==> src/rtl/dco_code_mapper.sv <==
// Maps a signed IW.FRAC tuning word onto NBANK signed DCO bank codes.
// Fractional bits are dithered onto the fine bank; coarse banks retarget with lockout and saturation.
module dco_code_mapper #(
    parameter int NBANK = 4,
    parameter int CW    = 8,
    parameter int IW    = 20,
    parameter int FRAC  = 8,
    parameter int RATIO = 16,
    parameter int HI    = 64,
    parameter int LO    = -64,
    parameter int HOLD  = 4
) (
    input  logic                  clk,
    input  logic                  reset,
    input  logic                  tw_valid,
    input  logic [IW+FRAC-1:0]    tw,
    output logic [NBANK*CW-1:0]   ctrl,
    output logic                  ctrl_valid,
    output logic                  retarget,
    output logic                  sat_hi,
    output logic                  sat_lo,
    input  logic                  clr_sat
);

    localparam int FW  = IW + CW * NBANK;
    localparam int J   = NBANK - 2;
    localparam int LKW = (HOLD > 0) ? $clog2(HOLD + 1) : 1;
    localparam logic [CW-1:0] CMAX_C = {1'b0, {(CW-1){1'b1}}};
    localparam logic [CW-1:0] CMIN_C = {1'b1, {(CW-1){1'b0}}};
    localparam logic signed [FW-1:0] CMAX_F = FW'($signed(CMAX_C));
    localparam logic signed [FW-1:0] CMIN_F = FW'($signed(CMIN_C));
    localparam logic signed [FW-1:0] HI_F   = FW'(HI);
    localparam logic signed [FW-1:0] LO_F   = FW'(LO);

    // Weight of bank k expressed in fine-bank LSBs.
    function automatic logic signed [FW-1:0] weight(input int k);
        logic signed [FW-1:0] w;
        w = FW'(1);
        for (int i = 0; i < NBANK - 1 - k; i++) begin
            w = w * FW'(RATIO);
        end
        return w;
    endfunction

    localparam logic signed [FW-1:0] W_J = weight(J);

    logic [NBANK-1:0][CW-1:0] ctrl_r;
    logic [FRAC-1:0]          acc_r;
    logic [LKW-1:0]           lk_r;
    logic                     ctrl_valid_r;
    logic                     retarget_r;
    logic                     sat_hi_r;
    logic                     sat_lo_r;

    logic [FRAC:0]            acc_sum_s;
    logic signed [FW-1:0]     coarse_sum_s;
    logic signed [FW-1:0]     fine_s;
    logic signed [FW-1:0]     fine_out_s;
    logic [J:0][CW-1:0]       coarse_next_s;
    logic [CW-1:0]            fine_code_s;
    logic                     up_req_s;
    logic                     dn_req_s;
    logic                     up_ok_s;
    logic                     dn_ok_s;
    logic                     do_up_s;
    logic                     do_dn_s;
    logic                     clamp_hi_s;
    logic                     clamp_lo_s;
    logic                     set_hi_s;
    logic                     set_lo_s;
    int                       up_k_s;
    int                       dn_k_s;

    // Next-state datapath: dither, fine residue, retarget selection and clamp.
    always_comb begin
        acc_sum_s    = {1'b0, acc_r} + {1'b0, tw[FRAC-1:0]};
        coarse_sum_s = '0;
        for (int k = 0; k <= J; k++) begin
            coarse_sum_s = coarse_sum_s + FW'($signed(ctrl_r[k])) * weight(k);
        end
        fine_s = FW'($signed(tw[IW+FRAC-1:FRAC]))
               + $signed({{(FW-1){1'b0}}, acc_sum_s[FRAC]}) - coarse_sum_s;

        // Ascending scan leaves the highest-index movable bank selected.
        up_ok_s = 1'b0;
        dn_ok_s = 1'b0;
        up_k_s  = 0;
        dn_k_s  = 0;
        for (int k = 0; k <= J; k++) begin
            up_ok_s = up_ok_s | (ctrl_r[k] != CMAX_C);
            up_k_s  = (ctrl_r[k] != CMAX_C) ? k : up_k_s;
            dn_ok_s = dn_ok_s | (ctrl_r[k] != CMIN_C);
            dn_k_s  = (ctrl_r[k] != CMIN_C) ? k : dn_k_s;
        end

        up_req_s = (fine_s > HI_F) && (lk_r == '0);
        dn_req_s = (fine_s < LO_F) && (lk_r == '0);
        do_up_s  = up_req_s && up_ok_s;
        do_dn_s  = dn_req_s && dn_ok_s;

        for (int k = 0; k <= J; k++) begin
            if (do_up_s && (k == up_k_s)) begin
                coarse_next_s[k] = ctrl_r[k] + CW'(1);
            end else if (do_up_s && (k > up_k_s)) begin
                coarse_next_s[k] = ctrl_r[k] - CW'(RATIO - 1);
            end else if (do_dn_s && (k == dn_k_s)) begin
                coarse_next_s[k] = ctrl_r[k] - CW'(1);
            end else if (do_dn_s && (k > dn_k_s)) begin
                coarse_next_s[k] = ctrl_r[k] + CW'(RATIO - 1);
            end else begin
                coarse_next_s[k] = ctrl_r[k];
            end
        end

        if (do_up_s) begin
            fine_out_s = fine_s - W_J;
        end else if (do_dn_s) begin
            fine_out_s = fine_s + W_J;
        end else begin
            fine_out_s = fine_s;
        end

        clamp_hi_s = fine_out_s > CMAX_F;
        clamp_lo_s = fine_out_s < CMIN_F;
        if (clamp_hi_s) begin
            fine_code_s = CMAX_C;
        end else if (clamp_lo_s) begin
            fine_code_s = CMIN_C;
        end else begin
            fine_code_s = fine_out_s[CW-1:0];
        end

        set_hi_s = (up_req_s && !up_ok_s) || clamp_hi_s;
        set_lo_s = (dn_req_s && !dn_ok_s) || clamp_lo_s;
    end

    // State and registered outputs; lockout counts down regardless of tw_valid.
    always_ff @(posedge clk or posedge reset) begin
        if (reset) begin
            ctrl_r       <= '0;
            acc_r        <= '0;
            lk_r         <= '0;
            ctrl_valid_r <= 1'b0;
            retarget_r   <= 1'b0;
            sat_hi_r     <= 1'b0;
            sat_lo_r     <= 1'b0;
        end else begin
            lk_r <= (lk_r != '0) ? lk_r - LKW'(1) : lk_r;
            if (tw_valid) begin
                acc_r <= acc_sum_s[FRAC-1:0];
                for (int k = 0; k <= J; k++) begin
                    ctrl_r[k] <= coarse_next_s[k];
                end
                ctrl_r[NBANK-1] <= fine_code_s;
                ctrl_valid_r    <= 1'b1;
                retarget_r      <= do_up_s || do_dn_s;
                if (do_up_s || do_dn_s) begin
                    lk_r <= LKW'(HOLD);
                end else begin
                    lk_r <= (lk_r != '0) ? lk_r - LKW'(1) : lk_r;
                end
                sat_hi_r <= set_hi_s | (sat_hi_r & ~clr_sat);
                sat_lo_r <= set_lo_s | (sat_lo_r & ~clr_sat);
            end else begin
                ctrl_valid_r <= 1'b0;
                retarget_r   <= 1'b0;
                sat_hi_r     <= sat_hi_r & ~clr_sat;
                sat_lo_r     <= sat_lo_r & ~clr_sat;
            end
        end
    end

    assign ctrl       = ctrl_r;
    assign ctrl_valid = ctrl_valid_r;
    assign retarget   = retarget_r;
    assign sat_hi     = sat_hi_r;
    assign sat_lo     = sat_lo_r;

endmodule

==> config.mk <==
export PLATFORM = sky130hd
export DESIGN_NAME = dco_code_mapper
export DESIGN_NICKNAME = d
export VERILOG_FILES = /design/src/rtl/dco_code_mapper.sv
export SDC_FILE = /design/constraint.sdc
export NUM_CORES = 1
export LEC_CHECK = 0
export ABC_AREA = 1
export CORE_MARGIN = 4
export CORE_UTILIZATION = 50
export CTS_CLUSTER_DIAMETER = 100
export DETAILED_ROUTE_END_ITERATION = 6
export PLACE_DENSITY = 0.78
export RECOVER_POWER = 50
export SETUP_SLACK_MARGIN = 0.05
export SLEW_MARGIN = 20
export SYNTH_ARGS = -nofsm -noshare
export SYNTH_HDL_FRONTEND = slang
export SYNTH_SLANG_ARGS = --single-unit
==> constraint.sdc <==
create_clock -name clk -period 10 [get_ports clk]
set_input_delay 1 -clock clk [delete_from_list [all_inputs] [get_ports clk]]
set_output_delay 1 -clock clk [all_outputs]
set_load 0.02 [all_outputs]
After elaboration in Yosys (flattened, before gate mapping)
Index checks and enable logic that the tools add are counted.
{"block": "classes", "bitwise": 9, "n_addsub": 20, "n_eq_ne": 10, "n_lt_le_gt_ge": 10, "reduce_logical": 33, "mux": 27}
{"operator": "8-bit two-way mux", "n": 14}
{"operator": "52-bit two-way mux", "n": 2}
{"operator": "32-bit zero test", "n": 2}
{"operator": "52-bit by 8-bit greater-than comparator with 1-bit output, second input constant", "n": 1}
{"operator": "52-bit by 8-bit less-than comparator with 1-bit output, second input constant", "n": 1}
{"operator": "23-bit by 6-bit adder with 24-bit output, second input constant", "n": 1}
{"operator": "8-bit by 1-bit adder with 8-bit output, second input constant", "n": 3}
{"operator": "8-bit by 4-bit adder with 8-bit output, second input constant", "n": 3}
{"operator": "8-bit by 7-bit != test with 1-bit output, second input constant", "n": 3}
{"operator": "8-bit != test, second input constant", "n": 3}
{"operator": "23-bit by 6-bit subtractor with 24-bit output, second input constant", "n": 1}
{"operator": "8-bit by 1-bit subtractor with 8-bit output, second input constant", "n": 3}
{"operator": "8-bit by 4-bit subtractor with 8-bit output, second input constant", "n": 3}
{"operator": "23-bit by 8-bit greater-than comparator with 1-bit output, second input constant", "n": 1}
{"operator": "23-bit by 7-bit less-than comparator with 1-bit output, second input constant", "n": 1}
{"operator": "21-bit by 22-bit subtractor with 23-bit output", "n": 1}
{"operator": "21-bit by 12-bit adder with 22-bit output", "n": 1}
{"operator": "20-bit by 16-bit adder with 21-bit output", "n": 1}
{"operator": "20-bit by 2-bit adder with 21-bit output", "n": 1}
{"operator": "1-bit logical AND", "n": 18}
{"operator": "4-bit nonzero test", "n": 3}
{"operator": "8-bit by 8-bit adder with 9-bit output", "n": 1}
{"operator": "3-bit two-way mux", "n": 3}
{"operator": "1-bit by 2-bit greater-than comparator with 1-bit output, first input constant", "n": 4}
{"operator": "other kinds (14)", "n": 34}
{"block": "totals", "in_bits": 32, "reg_bits": 47, "out_inout_bits": 36}

Longest topological paths before layout
Gate-level depths: netlist of run 1.
{"block": "depth", "depth_word": 12, "ltp_mapped": 46, "depth_no_buf": 45}

Worst setup path before layout of run 1
OpenSTA, ideal clock, no wires.
{"block": "synth_path", "kind": "input -> register", "start": "input port tw[0]", "end": "register ctrl_r (netlist bit ctrl[15])", "setup_ns": 0.080, "required_time_ns": 9.920, "arrival_time_ns": 6.084, "stages": 45, "path_buffers": 1, "path_slack_ns": 3.836, "path_cell_list": "ha_1 fa_1 inv_1 o31ai_1 inv_1 nor2_1 nor2_1 nor2_1 nor2_1 inv_1 a21oi_1 o21bai_1 ha_1 ha_1 nand2_1 nand3_1 xor2_1 inv_1 [9 not listed] nand2_2 nand3_4 buf_6 nor2_2 inv_1 ha_1 a21oi_1 nand2_1 a21oi_1 inv_1 a21oi_1 inv_1 a21oi_1 inv_1 a21oi_1 a31oi_1 o21ai_0 xor2_1"}
{"block": "synth_via", "elab_chain_len": 10, "elab_cells_between_ends": 18, "classes_between": "3 x add/sub; 2 x order compare; 3 x mux; 10 x reduce/logical"}
{"item": "from (decl)", "line_no": "16", "source": "input logic [IW+FRAC-1:0] tw,"}
{"item": "8-bit by 8-bit adder with 9-bit output *", "line_no": "76", "source": "acc_sum_s = {1'b0, acc_r} + {1'b0, tw[FRAC-1:0]};"}
{"item": "20-bit by 2-bit adder with 21-bit output *", "line_no": "82", "source": "+ $signed({{(FW-1){1'b0}}, acc_sum_s[FRAC]}) - coarse_sum_s;"}
{"item": "21-bit by 22-bit subtractor with 23-bit output *", "line_no": "82"}
{"item": "23-bit by 7-bit less-than comparator with 1-bit output", "line_no": "97", "source": "dn_req_s = (fine_s < LO_F) && (lk_r == '0);"}
{"item": "1-bit logical AND", "line_no": "97"}
{"item": "1-bit logical AND", "line_no": "99", "source": "do_dn_s = dn_req_s && dn_ok_s;"}
{"item": "1-bit logical AND", "line_no": "106", "source": "end else if (do_dn_s && (k == dn_k_s)) begin"}
{"item": "8-bit two-way mux", "line_no": "106"}
{"item": "8-bit two-way mux", "line_no": "104", "source": "end else if (do_up_s && (k > up_k_s)) begin"}
{"item": "8-bit two-way mux", "line_no": "102", "source": "if (do_up_s && (k == up_k_s)) begin"}
{"item": "to (signal, indexed assignment)", "line_no": "152", "source": "ctrl_r[k] <= coarse_next_s[k];"}
{"item": "to (signal, indexed assignment)", "line_no": "154", "source": "ctrl_r[NBANK-1] <= fine_code_s;"}
{"item": "to (decl)", "line_no": "47", "source": "logic [NBANK-1:0][CW-1:0] ctrl_r;"}
Mark *: on every way between the ends. The rest lies on a longest branch, timed or not.
A chain may end at the register's enable or synchronous reset.

Worst setup path after layout of run 1
Same ends and word-level chain as after synthesis.

==> qor.txt, run 1 <==
Largest stage delay, worst path = 0.50 ns
synthesis-to-layout area growth = 13.4%
Final Hold Fails = 0
DIE AREA = 16,200 um^2
Detailed Routing Iterations Pass 1 = 7
Placer Congestion = 1.04
largest buffer count on any clock path = 2
IO Port Bufs = 67
reg2reg path depth = 25
worst-skew pair later-pin latency = 0.29 ns
status = finished, violations left
met2 wire length = 8570 um
register bit total from synthesis = 47
Post-DRT Antenna Nets = 0
via count = 7,174
share of cells above drive strength 1 = 7.83%
die height = 127 um
fmax = 0.139 GHz
Avg Inst Size Synth = 6.49 um^2
top cell type by total area after synthesis = dfrtp_1
critical path class = in2reg
critical path startpoint = tw[0]
max_slew headroom = -37.7%
clk_skew = 0.00751 ns
synth warn = 0
EDFF count, synth = 0
Worst EP required = 10.22 ns
Synth area leaders = dfrtp_1 (16%), nand2_1 (16%), ha_1 (14%)
WL/cell = 14.5 um
htree depth = 2
top_reg_cell synth = dfrtp_1
Overall Global Routing Usage = 24.4%
top layer in use = met4
largest net degree at the start of global routing = 48
post-cts repair resize count = 0
most used cell, CP = inv_1
Worst R2R Setup Slack = 3.18 ns
WL met3 = 1290 um
Starting DRT DRC Count = 551
DP Wirelength = 16,300 um
final setup vio count = 0
DIE WIDTH = 127 um
worst hold-check path type = reg2reg
CTS Hold Bufs = 0
Seq/Total Area, Yosys = 16.5%
core footprint = 13,900 um^2
number of global-route vias before repair = 6,749
Overflow after GRT = 0
final setup TNS = 0 ns
WL met1 = 8870 um
Tmin final = 7.21 ns
dpl cell area = 7950 um^2
post-route cell area = 8100 um^2
Synthesized Nets = 1,238
CP startpoint kind = input port
Synth Cell Area = 7140 um^2
Slew @ Worst Pin = 2.05 ns
Initial Util = 51.2%
top-area cell type share of the netlist area = 16.5%
setup bufs post-CTS = 0
Yosys cell types = 43
Ant. Diodes = 0
standard-cell rows = 43
CTS buffer count = 5
Root Buffer = clkbuf_16
FILL cells = 1,354
DRC violations left = 0
worst-path fanout max = 27
fin crit share = 72.1%
Max Cap Viol = 1
Sink Count = 47
worst reg2reg path startpoint = ctrl[23]
Hold Crit Start = sat_lo
post-layout net count = 1,299
async set-or-reset flop fraction in the synthesized netlist = 100%
CTS tree = built
Mapped Cells = 1,100
most common cell after layout, fill and taps aside = nand2_1
initial antenna violation count = 0
RSZ-0062 raised after global routing = false
most frequent cells in the layout = nand2_1 (305), inv_1 (166), nor2_1 (115)
slowest cell on the critical path = xor2_1
Worst-path clk slew = 0.07 ns
first-pass GRT wire length = 32,700 um
fin. max-slew vios = 48
CP endpoint = ctrl[15]
routed vias/inst = 5.35
violated checks = max-capacitance violations, max-slew violations
CP arrival = 7.43 ns
Worst Setup End Kind = flip-flop
Routed WL = 19,400 um
I/O pin count = 68
reg2reg end = ctrl[23]
stage by stage:
step / hold slack [ns] / std cells / worst slack, ns / util [%]
after floorplan: 0.446 / 1100 / 3.84 / -
after global placement: 0.466 / 1334 / 2.73 / 57.1
after detailed placement: 0.466 / 1334 / 2.51 / 57.1
after CTS: 0.483 / 1342 / 2.78 / 58.1
after global routing: 0.496 / 1342 / 1.98 / 58.1
final: 0.474 / 1342 / 2.79 / 58.1
cell families (layout without fill, tap and decap cells):
family                     Yosys count  after routing  synth area share, %
xor gates and xnor gates            40             40                 4.91
buffers and inverters              196            258                 10.8
and+or+nand+nor                    619            619                 39.4
DFF                                 47             47                 16.5
adders and majority gates          106            106                 21.1
AOI/OAI and AO/OA                   91             91                 7.17
muxes                                1              1                0.140
state kept, by name, summed over array words and instances, names as in the netlist:
signal	count
retarget	1
sat_hi	1
ctrl	32
sat_lo	1
acc_r	8
lk_r	3
ctrl_valid	1
worst max-delay path: cells and delay by family:
family	cells	cell delay (ns)
AND/OR/NAND/NOR	18	1.71
adder cells (fa/ha/maj)	6	1.46
XOR/XNOR	2	0.66
buffers and inverters	9	1.14
AO/OA/AOI/OAI	10	1.46
layout make-up:
| cell class | instances | area [um^2] | area share, % |
|---|---|---|---|
| repair buffers | 67 | 671 | 8.28 |
| clock buffers | 5 | 125 | 1.55 |
| well taps | 180 | 225 | 2.78 |
| inverters | 183 | 688 | 8.50 |
| flip-flops and latches | 47 | 1180 | 14.5 |
| clock inverters | 3 | 18.8 | 0.232 |
| multi-input cells | 857 | 5190 | 64.1 |
synthesized netlist by cell type (all sizes together) (2+ instances only):
master	instances
nand2	337
inv	183
nor2	128
nand3	88
ha	82
dfrtp	47
o21ai	42
nand4	41
a21oi	37
xor2	32
fa	24
nor3	10
buf	8
xnor2	8
nor4	6
clkbuf	5
nand3b	4
a31oi	3
o31ai	3
or2	3
a21boi	2
and2	2
o21bai	2
worst min-delay path by stage:
stage	to	slack, ns	depth (start not counted)
6_report	sat_lo	0.47	2
5_1_grt	sat_lo	0.50	2
4_1_cts	sat_lo	0.48	2
3_5_place_dp	sat_lo	0.47	2
3_3_place_gp	sat_lo	0.47	2
2_1_floorplan	acc_r[0]	0.45	2
layer usage:
| metal | vias to the layer above | track usage (%) |
|---|---|---|
| met4 | 0 | 9.46 |
| met2 | 257 | 39.5 |
| met5 | - | 0 |
| met1 | 3241 | 34.0 |
| li1 | 3629 | - |
| met3 | 47 | 2.13 |
Power of run 1 is not shown: default switching activity piles up to over one toggle a cycle in this logic, so the estimate is an artifact.
==> run 2, diff against run 1 <==
Clock period 10 ns to 7.46 ns, I/O delays scaled along.
==> run 2 against run 1 <==
  * The run still ends with max-capacitance violations, max-slew violations left
  * Core utilization rose by 0.47 points
  * Setup slack got worse by 2.0 ns
  * Clock-buffer cell count did not move
  * Sequential cell count did not move
  * Die area did not move
  * Clock skew fell by 0.0014 ns
  * Critical endpoint unchanged
  * Highest routed layer unchanged
==> qor.txt, run 2 (synthesis gave the netlist of run 1 again) <==
fin. max-slew vios = 48 (unchanged)
number of flip-flops in the largest register = 32 (unchanged)
CTS Hold Bufs = 0 (unchanged)
IO Port Bufs = 67 (unchanged)
RSZ-0062 raised after global routing = false
Ant. Diodes = 0 (unchanged)
I/O pin count = 68 (unchanged)
initial antenna violation count = 0 (unchanged)
core footprint = 13,900 um^2 (unchanged)
CP arrival = 6.91 ns (-0.52 ns)
DP Wirelength = 16,400 um (+0.43%)
fin crit share = 89.7%
met2 Track Usage GR = 40.7% (+1.3 points)
DIE WIDTH = 127 um (unchanged)
largest net degree at the start of global routing = 48 (unchanged)
worst hold-check path type = reg2reg
via count = 7,296 (+1.7%)
Routed WL = 19,700 um (+1.8%)
WL/cell = 14.7 um (+1.5%)
most used cell, CP = inv_1
Overall Global Routing Usage = 24.3% (-0.18 points)
Max Cap Viol = 1 (unchanged)
post-cts repair resize count = 0 (unchanged)
setup bufs post-CTS = 0 (unchanged)
Starting DRT DRC Count = 580 (+5.3%)
number of global-route vias before repair = 6,804 (+0.81%)
GRT met1 Usage = 33.2% (-0.80 points)
max_slew headroom = -37.3% (+0.47 points)
FILL cells = 1,332 (-1.6%)
multi-input logic area = 5190 um^2 (unchanged)
violated checks = max-capacitance violations, max-slew violations
DIE AREA = 16,200 um^2 (unchanged)
critical path class = in2reg
Post-DRT Antenna Nets = 0 (unchanged)
worst-path fanout max = 5 (-81%)
Worst Setup End Kind = flip-flop
most common cell after layout, fill and taps aside = nand2_1
Initial Util = 51.2% (unchanged)
status = finished, violations left
met3 global-route usage = 2.17% (+0.042 points)
CP startpoint kind = input port
Tmin final = 6.69 ns
first-pass GRT wire length = 32,500 um (-0.55%)
final setup vio count = 0 (unchanged)
Largest stage delay, worst path = 0.40 ns (-0.10 ns)
CTS tree = built
FF/Latch Area = 1180 um^2 (unchanged)
htree depth = 2 (unchanged)
share of cells above drive strength 1 = 8.23% (+0.39 points)
synthesis-to-layout area growth = 14.4%
Sink Count = 47 (unchanged)
DRC violations left = 0 (unchanged)
Overflow after GRT = 0 (unchanged)
routed vias/inst = 5.42 (+1.3%)
Detailed Routing Iterations Pass 1 = 5 (-2)
Slew @ Worst Pin = 2.05 ns (-0.00695 ns)
largest buffer count on any clock path = 2 (unchanged)
Placement Setup Slack = 0.585 ns (-1.93 ns)
Final Hold Fails = 0 (unchanged)
die height = 127 um (unchanged)
Worst-path clk slew = 0.07 ns (about the same)
final setup margin = 0.768 ns (-2.02 ns)
GRT busiest layer = met2
post-layout net count = 1,304 (+0.38%)
standard-cell rows = 43 (unchanged)
clk_skew = 0.00606 ns (-0.00145 ns)
CTS buffer count = 5 (unchanged)
fmax = 0.149 GHz
Placer Congestion = 0.988 (-5.0%)
Root Buffer = clkbuf_16
final setup TNS = 0 ns (unchanged)
slowest cell on the critical path = clkdlybuf4s50_1
most frequent cells in the layout = nand2_1 (305), inv_1 (166), nor2_1 (115)
worst-skew pair later-pin latency = 0.29 ns (about the same)
Worst EP required = 7.68 ns (-2.54 ns)
[run 2: worst paths after layout]
path                               start       end  slack, ns  cells after the start
worst min-delay path            ctrl[24]  ctrl[24]       0.48                      2
worst max register to register  ctrl[23]  ctrl[15]       1.05                     33
worst max-delay path               tw[0]  ctrl[15]       0.77                     46
max in group asynchronous          reset   ctrl[2]       5.09                      2
min in group asynchronous          reset   lk_r[2]       1.44                      2
worst min register to register  ctrl[24]  ctrl[24]       0.48                      2
[run 2: cell type report]
cell class / instances / area share, %
Multi-Input combinational cell: 857 / 63.6
Sequential cell: 47 / 14.4
Tap cell: 180 / 2.76
Timing Repair Buffer: 72 / 8.68
Inverter: 183 / 8.43
Clock buffer: 5 / 1.53
Clock inverter: 3 / 0.567
[run 2: worst max-delay path, delay by kind of cell]
kind	cells	cell delay, ns
buf+inv	9	0.99
fa+ha+maj	6	1.64
xor+xnor	2	0.53
simple gates	19	1.68
compound gates	10	1.32
[run 2: metal layers]
layer,wire length [um],vias up
li1,-,3641
met4,505,0
met2,8970,268
met1,8940,3351
met3,1340,36
met5,0,-
[run 2: through the flow]
stage	utilization, %	instances	area (um^2)	hold WS (ns)
3_3_place_gp	57.3	1339	7990	0.462
5_1_grt	58.6	1347	8160	0.516
2_1_floorplan	-	1100	7140	0.446
3_5_place_dp	57.3	1339	7990	0.474
6_report	58.6	1347	8160	0.482
4_1_cts	58.6	1347	8160	0.492
Power of run 2 is left out for the same reason.
==> run 3, diff against run 2 <==
Settings changed: DONT_BUFFER_PORTS set to 1, PLACE_DENSITY 0.78 to 0.72.
==> run 3 against run 2 <==
  * The flow still finishes with violations (max-capacitance violations, max-slew violations)
  * Final cell count shrank 5.2%
  * Setup slack gained 0.089 ns
  * Sequential share of layout area grew 1.3 points
  * Final area shrank 8.5%
  * Register-to-register slack lost 0.19 ns
  * Fmax grew 1.3%
  * First-iteration DRC count shrank 20%
  * Via count shrank 5.9%
  * Sequential cell count is the same
==> qor.txt, run 3 (synthesis gave the netlist of run 1 again) <==
CP arrival = 6.82 ns (-0.09 ns)
core footprint = 13,900 um^2 (unchanged)
critical path class = reg2reg
Starting DRT DRC Count = 465 (-20%)
WL met1 = 8920 um (-0.26%)
via count = 6,863 (-5.9%)
routed vias/inst = 5.37 (-0.78%)
fin. max-slew vios = 48 (unchanged)
number of flip-flops in the largest register = 32 (unchanged)
share of cells above drive strength 1 = 8.39% (+0.16 points)
initial antenna violation count = 0 (unchanged)
final setup vio count = 0 (unchanged)
WL/cell = 15.3 um (+4.2%)
Root Buffer = clkbuf_16
DRC violations left = 0 (unchanged)
largest net degree at the start of global routing = 48 (unchanged)
I/O pin count = 68 (unchanged)
Slew @ Worst Pin = 1.74 ns (-0.309 ns)
CTS Hold Bufs = 0 (unchanged)
Largest stage delay, worst path = 0.60 ns (+0.20 ns)
top layer in use = met4
CTS buffer count = 5 (unchanged)
final setup TNS = 0 ns (unchanged)
Max Cap Viol = 1 (unchanged)
Initial Util = 51.2% (unchanged)
synthesis-to-layout area growth = 4.63%
IO Port Bufs = 0 (-100%)
met2 wire length = 8770 um (-2.3%)
status = finished, violations left
CP startpoint kind = flip-flop
DIE WIDTH = 127 um (unchanged)
most frequent cells in the layout = nand2_1 (305), inv_1 (167), nor2_1 (115)
Worst-path clk slew = 0.07 ns (about the same)
Routed WL = 19,500 um (-1.3%)
CTS tree = built
most used cell, CP = nand2_1
max_slew headroom = -16.1% (+21 points)
Post-DRT Antenna Nets = 0 (unchanged)
DP Wirelength = 16,500 um (+0.60%)
largest buffer count on any clock path = 2 (unchanged)
worst hold-check path type = in2reg
RSZ-0062 raised after global routing = false
Overflow after GRT = 0 (unchanged)
Core Util, Final = 53.6% (-5.0 points)
DIE AREA = 16,200 um^2 (unchanged)
Detailed Routing Iterations Pass 1 = 7 (+2)
worst-skew pair later-pin latency = 0.29 ns (about the same)
htree depth = 2 (unchanged)
violated checks = max-capacitance violations, max-slew violations
fin crit share = 88.5% (-1.2 points)
Final Hold Fails = 0 (unchanged)
standard-cell rows = 43 (unchanged)
Ant. Diodes = 0 (unchanged)
WL met3 = 1350 um (+0.97%)
Placer Congestion = 0.972 (-1.7%)
post-cts repair resize count = 0 (unchanged)
worst-path fanout max = 27 (+22)
number of global-route vias before repair = 6,565 (-3.5%)
Sink Count = 47 (unchanged)
die height = 127 um (unchanged)
Tmin final = 6.60 ns (-0.0887 ns)
Worst Setup End Kind = flip-flop
fmax = 0.151 GHz (+1.3%)
Overall Global Routing Usage = 24.2% (-0.038 points)
post-layout net count = 1,234 (-5.4%)
clk_skew = 0.00571 ns (-0.000350 ns)
first-pass GRT wire length = 32,400 um (-0.46%)
slowest cell on the critical path = fa_1
setup bufs post-CTS = 0 (unchanged)
Worst EP required = 7.67 ns (about the same)
most common cell after layout, fill and taps aside = nand2_1
[run 3: changes by cell type in the layout (fill, tap and decap cells not counted), sizes merged]
| cell | before | now |
|---|---|---|
| buf | 5 | 2 |
| clkinvlp | 2 | 1 |
| clkdlybuf4s50 | 48 | 0 |
| inv | 183 | 184 |
| dlygate4sd3 | 19 | 0 |
[run 3: worst paths after layout]
check                      depth (start not counted)  startpoint         end  slack (ns)
min reg2reg                                        2    acc_r[0]    acc_r[0]        0.48
min                                                0    tw_valid  ctrl_valid        0.48
max reg2reg                                       35    ctrl[23]    ctrl[15]        0.86
max in group asynchronous                          1       reset     ctrl[2]        5.55
max                                               35    ctrl[23]    ctrl[15]        0.86
min in group asynchronous                          1       reset    ctrl[17]        0.90
[run 3: per-stage QoR]
stage / worst slack [ns] / instances / hold WS [ns] / instance area, um^2
after floorplan: 1.55 / 1100 / 0.446 / 7140
after global placement: 0.899 / 1269 / 0.470 / 7290
after detailed placement: 0.734 / 1269 / 0.466 / 7290
after CTS: 0.915 / 1277 / 0.474 / 7470
after global routing: 0.305 / 1277 / 0.468 / 7470
final: 0.856 / 1277 / 0.481 / 7470
[run 3: critical path: cells and delay by family, from the launching register on]
kind	cells	cell delay, ns
compound gates	7	0.95
xor+xnor	1	0.16
fa+ha+maj	5	2.13
buf+inv	7	0.83
flops	1	0.58
simple gates	15	1.87
[run 3: layout make-up]
cell class	count	area, um^2
fill	1383	6470
clock inverter	3	46.3
inverter	183	687
timing repair buffer	2	15.0
sequential	47	1180
multi-input combinational	857	5190
clock buffer	5	125
tap	180	225
[run 3: metal layers]
| metal | track usage, % | vias up |
|---|---|---|
| met5 | 0 | - |
| met4 | 8.20 | 0 |
| met3 | 3.39 | 28 |
| met2 | 39.0 | 227 |
| met1 | 33.4 | 3110 |
| li1 | - | 3498 |
Power of run 3 is left out for the same reason.
